<file path="config.mk">
export PLATFORM = sky130hd
export DESIGN_NAME = counter_bank
export DESIGN_NICKNAME = d
export VERILOG_FILES = /design/src/rtl/counter_pkg.sv /design/src/rtl/counter_ch.sv /design/src/rtl/counter_bank.sv
export SDC_FILE = /design/constraint.sdc
export NUM_CORES = 1
export LEC_CHECK = 0
export BUFFER_PORTS_ARGS = -buffer_cell sky130_fd_sc_hd__buf_2
export CAP_MARGIN = 20
export CORE_MARGIN = 5
export CORE_UTILIZATION = 55
export CTS_CLUSTER_SIZE = 25
export DETAILED_ROUTE_END_ITERATION = 10
export HOLD_SLACK_MARGIN = 0.15
export PLACE_DENSITY_LB_ADDON = 0.12
export SLEW_MARGIN = 20
export SYNTH_ARGS = -nofsm -noshare
export SYNTH_HDL_FRONTEND = slang
export SYNTH_HIERARCHICAL = 1
export SYNTH_SLANG_ARGS = --single-unit
</file>
<file path="constraint.sdc">
create_clock -name clk -period 2.85 [get_ports clk]
set_input_delay 0.57 -clock clk [delete_from_list [all_inputs] [get_ports clk]]
set_output_delay 0.57 -clock clk [all_outputs]
set_load 0.01 [all_outputs]
</file>
<file path="src/rtl/counter_pkg.sv">
// Shared definitions for the counter bank.
// Holds the mode encodings and the flattened-bus slice helper.
package counter_pkg;

  localparam logic MODE_SAT  = 1'b0;
  localparam logic MODE_WRAP = 1'b1;

  function automatic int slice_lo(input int ch, input int w);
    return ch * w;
  endfunction

endpackage

</file>
<file path="src/rtl/counter_ch.sv">
// One counter channel: count, hit pulse and sticky overrun.
// Terminal count and mode come from shared config registers.
module counter_ch
  import counter_pkg::*;
#(
  parameter int CNT_W = 8
) (
  input  logic             clk,
  input  logic             rst_n,
  input  logic             clean,
  input  logic             en,
  input  logic [CNT_W-1:0] max_r,
  input  logic             mode_r,
  output logic [CNT_W-1:0] count,
  output logic             flag,
  output logic             hit,
  output logic             ovf
);

  logic             term;
  logic [CNT_W-1:0] count_nxt;
  logic             hit_nxt;
  logic             ovf_set;

  assign term = (count >= max_r);
  assign flag = term;

  always_comb begin
    count_nxt = count;
    ovf_set   = 1'b0;
    if (en) begin
      unique case (1'b1)
        !term: count_nxt = count + CNT_W'(1);
        term && (mode_r == MODE_WRAP): count_nxt = '0;
        default: ovf_set = 1'b1;
      endcase
    end
  end

  // A held count at max only re-hits in wrap mode (max_r == 0).
  assign hit_nxt = en && (count_nxt == max_r) &&
                   ((count_nxt != count) || (mode_r == MODE_WRAP));

  always_ff @(posedge clk) begin
    if (!rst_n) begin
      count <= '0;
      hit   <= 1'b0;
      ovf   <= 1'b0;
    end else if (clean) begin
      count <= '0;
      hit   <= 1'b0;
      ovf   <= 1'b0;
    end else begin
      count <= count_nxt;
      hit   <= hit_nxt;
      if (ovf_set) ovf <= 1'b1;
    end
  end

endmodule

</file>
<file path="src/rtl/counter_bank.sv">
// Bank of independent event counters sharing one terminal count
// and mode; config registers live here, channels are replicated.
module counter_bank
  import counter_pkg::*;
#(
  parameter int NUM_CH      = 4,
  parameter int CNT_W       = 8,
  parameter int DEFAULT_MAX = 100
) (
  input  logic                    clk,
  input  logic                    rst_n,
  input  logic [NUM_CH-1:0]       clean,
  input  logic [NUM_CH-1:0]       en,
  input  logic                    cfg_we,
  input  logic [CNT_W-1:0]        cfg_max,
  input  logic                    cfg_mode,
  output logic [NUM_CH*CNT_W-1:0] count,
  output logic [NUM_CH-1:0]       flag,
  output logic [NUM_CH-1:0]       hit,
  output logic [NUM_CH-1:0]       ovf,
  output logic                    all_flag
);

  logic [CNT_W-1:0] max_r;
  logic             mode_r;

  always_ff @(posedge clk) begin
    if (!rst_n) begin
      max_r  <= CNT_W'(DEFAULT_MAX);
      mode_r <= MODE_SAT;
    end else if (cfg_we) begin
      max_r  <= cfg_max;
      mode_r <= cfg_mode;
    end
  end

  for (genvar i = 0; i < NUM_CH; i++) begin : g_ch
    counter_ch #(
      .CNT_W(CNT_W)
    ) u_ch (
      .clk   (clk),
      .rst_n (rst_n),
      .clean (clean[i]),
      .en    (en[i]),
      .max_r (max_r),
      .mode_r(mode_r),
      .count (count[slice_lo(i, CNT_W) +: CNT_W]),
      .flag  (flag[i]),
      .hit   (hit[i]),
      .ovf   (ovf[i])
    );
  end

  assign all_flag = &flag;

endmodule

</file>
==> impl_metrics.yaml <==
yosys:
  synth_compound_area_frac: 0.184
  synthMuxAreaShare: 0.0945
  yosys_warnings: 6
  synth_top_cells_by_count: "76 x nor2_1, 49 x dfxtp_1, 40 x inv_1"
  ys_seq_elements: 49
  synth_top_area_share: 0.247
  netlist_area_mm2: 0.00397
  yosys.area_share.simple: 0.280
  synthArstFlopShare: 0
  synth_most_common_cell: "nor2_1"
  synth_top_family_by_area: "simple AND/OR/NAND/NOR gates"
  synth_top_area_cell: "dfxtp_1"
  syn_avg_cell_area_um2: 7.87
  synthAdderAreaFrac: 0.113
  synth-edff-count: 0
  synth_cell_types: 38
  ys_seq_area_frac: 0.247
  synth.area.top_cells: "dfxtp_1 25%, ha_1 11%, mux2i_1 8.3%"
  synthFlopType: "dfxtp_1"
  synthCells: 505
  synth-xor-area-share: 0.0176
  synth_nets: 561
place:
  hpwlAfterDp_mm: 8.11
  dpl.cell_count: 679
  place_ws_ns: 0.0277
  port_buffers: 64
  finalWeightedCongestion: 0.888
worst_setup_path:
  reg2regPathDepth: 9
  end_kind: "primary output"
  worstPathRequired_ns: 2.28
  cp_slowest_cell: "a2111o_1"
  rrSetupSlack_ns: 0.21
  r2r-end: "g_ch[3].u_ch/hit"
  critPathKind: "flop to primary output"
  critPathLaunch: "max_r[1]"
  reg2reg_from: "max_r[1]"
  crit_chain: "inv_1 > ha_1 > a2111o_1 > a31oi_4 > inv_4 > and4_1 > buf_2"
  start_kind: "flop"
  critical_path_peak_fanout: 7
  arrival_ns: 2.21
  crit_path_max_incr_delay_ns: 0.46
drt:
  final_antenna_net_count: 0
  vias_per_cell: 5.61
  drc: 0
  initialDrtViolationCount: 143
  dr.pass1.iters: 5
  vias: 3876
  finalWirelength_mm: 10.5
  wl_per_cell_um: 15.2
die:
  initial_core_util: 0.557
  die_area_mm2: 0.00902
  core.rowCount: 31
  io_pins: 65
  core_mm2: 0.00714
  dieWidth_um: 95.0
  fp.dieH_um: 95.0
global_routing:
  grt_pass1_wl_mm: 17.2
  grt_pass1_vias: 3635
  grt.total_usage: 0.241
  grt_overflow_total: 0
  antenna_found_initial: 0
  grt_max_degree: 15
finish:
  nets: 647
  nFillCells: 638
  drive_gt1_frac: 0.236
  n_antenna_cell: 0
  area_growth_pct: 18.0
  fin_cells: 691
clock_tree:
  clk_latency_ns: 0.30
  cts_tree: "built"
  max-clock-path-buffers: 2
  hold_buffers: 0
  clk_pin_slew_ns: 0.10
  cts_root_buf: "clkbuf_8"
  h-tree-depth: 2
  cts_inserted_buffers: 5
  clock-sinks: 49
sta:
  whs_ns: 0.474
  slew_headroom: 0.715
  finalCritPeriodShare: 0.974
  hold_viol_final: 0
  maxSlewViolCount: 0
  tns_ns: 0
  worst_slack_ns: 0.0742
  fmax_ghz: 0.360
  worst_clock_skew_ns: 0.0111
  final-setup-viol-count: 0
  fin_crit_ns: 2.78
  tightest_slew_ns: 0.417
min_path:
  holdPathEnd: "g_ch[1].u_ch/ovf"
  worstHoldStart: "g_ch[1].u_ch/ovf"
  min_path_type: "flop to flop"
  holdPathStages: 2
power_and_ir_drop:
  finalPower_mw: 1.47
  power_density_mw_per_mm2: 312
  ir_drop_v: 0.000264
  p_leak_nw: 2.21
status:
  status: "completed"
run:
  drv_cap: 0
==> what timing repair did <==
| item | CTS | global route |
|---|---|---|
| pin swaps | 2 | 7 |
| endpoints found under the setup margin | 8 | 1 |
| buffers inserted | 0 | 4 |
| resized for setup | 11 | 9 |
==> final cells by class <==
class | count | area [µm²] | share of cell area
sequential | 49 | 1000 | 0.213
clock buffer | 7 | 86.3 | 0.0184
tap | 99 | 124 | 0.0264
inverter | 40 | 153 | 0.0326
clock inverter | 1 | 30.0 | 0.00640
multi-input combinational | 403 | 2770 | 0.590
timing repair buffer | 92 | 531 | 0.113
==> worst max path at each step <==
| stage | end | slack [ns] | cells after the start |
|---|---|---|---|
| final | all_flag | 0.07 | 7 |
| after global routing | all_flag | -0.01 | 7 |
| after CTS | all_flag | 0.006 | 8 |
| after detailed placement | g_ch[1].u_ch/hit | 0.03 | 9 |
| after global placement | g_ch[2].u_ch/hit | 0.08 | 9 |
| after floorplan | g_ch[0].u_ch/hit | 0.23 | 10 |
==> critical path, delay by kind of cell (launching register included) <==
family | cells | cell delay (ns)
adder cells (fa/ha/maj) | 1 | 0.27
AND/OR/NAND/NOR | 1 | 0.20
flip-flops | 1 | 0.44
buffers and inverters | 3 | 0.27
AO/OA/AOI/OAI | 2 | 0.71
==> stage by stage <==
| stage | util | area [µm²] |
|---|---|---|
| 2_1_floorplan | - | 3970 |
| 6_report | 0.657 | 4690 |
| 3_3_place_gp | 0.630 | 4500 |
| 3_5_place_dp | 0.630 | 4500 |
| 4_1_cts | 0.649 | 4630 |
| 5_1_grt | 0.657 | 4690 |
==> metal layers <==
| layer | part of all wire | track usage | vias to the layer above |
|---|---|---|---|
| met4 | 0.017 | 0.0805 | 0 |
| met5 | 0 | 0 | - |
| met1 | 0.45 | 0.328 | 1791 |
| met3 | 0.059 | 0.0351 | 14 |
| met2 | 0.47 | 0.392 | 112 |
| li1 | - | - | 1959 |
==> cell usage in the layout (no fill, tap or decap), types with 4 or more instances in the layout <==
cell / Yosys / layout
nor2_1: 76 / 76
buf_2: 0 / 64
dfxtp_1: 49 / 40
inv_1: 40 / 36
ha_1: 36 / 36
nand2_1: 35 / 35
mux2i_1: 33 / 33
o21ai_0: 28 / 28
buf_4: 4 / 28
nor2b_1: 22 / 22
nor3_1: 20 / 20
a21oi_1: 20 / 20
nand3_1: 16 / 16
nand2b_1: 12 / 12
or3_1: 12 / 12
o21ba_2: 8 / 8
clkbuf_8: 0 / 6
dfxtp_2: 0 / 6
and4_1: 5 / 5
nand2b_4: 4 / 4
a2111o_1: 4 / 4
a211oi_1: 4 / 4
o21bai_1: 4 / 4
o21ai_1: 4 / 4
a32oi_1: 4 / 4
xnor2_1: 4 / 4
a21oi_2: 4 / 4
and3_1: 4 / 4
a22o_1: 4 / 4
o21a_1: 4 / 4
mux2_2: 4 / 4
o211ai_1: 4 / 4
and2_1: 4 / 4
a311oi_1: 4 / 4
xor2_1: 4 / 4
a2111oi_0: 4 / 4
nand3b_1: 4 / 4
nor4_2: 4 / 4
==> where the power goes <==
group          switching, mW  internal, mW  total, mW
combinational          0.119        0.0967      0.216
clock                  0.241         0.287      0.527
sequential            0.0261         0.696      0.722
total                  0.386          1.08       1.47
==> kinds of logic (layout without fill, tap and decap cells) <==
kind of cell / after synthesis / after routing
mux: 37 / 37
flops: 49 / 49
compound gates: 104 / 104
xor+xnor: 8 / 8
fa+ha+maj: 36 / 36
simple gates: 218 / 218
buf+inv: 53 / 140
==> sequential cells by signal, summed over array words and instances (netlist names) <==
| register | count |
|---|---|
| mode_r | 1 |
| max_r | 8 |
| g_ch.u_ch/ovf | 4 |
| g_ch.u_ch/hit | 4 |
| g_ch.u_ch/count | 32 |
(Power assumes the default switching activity.)
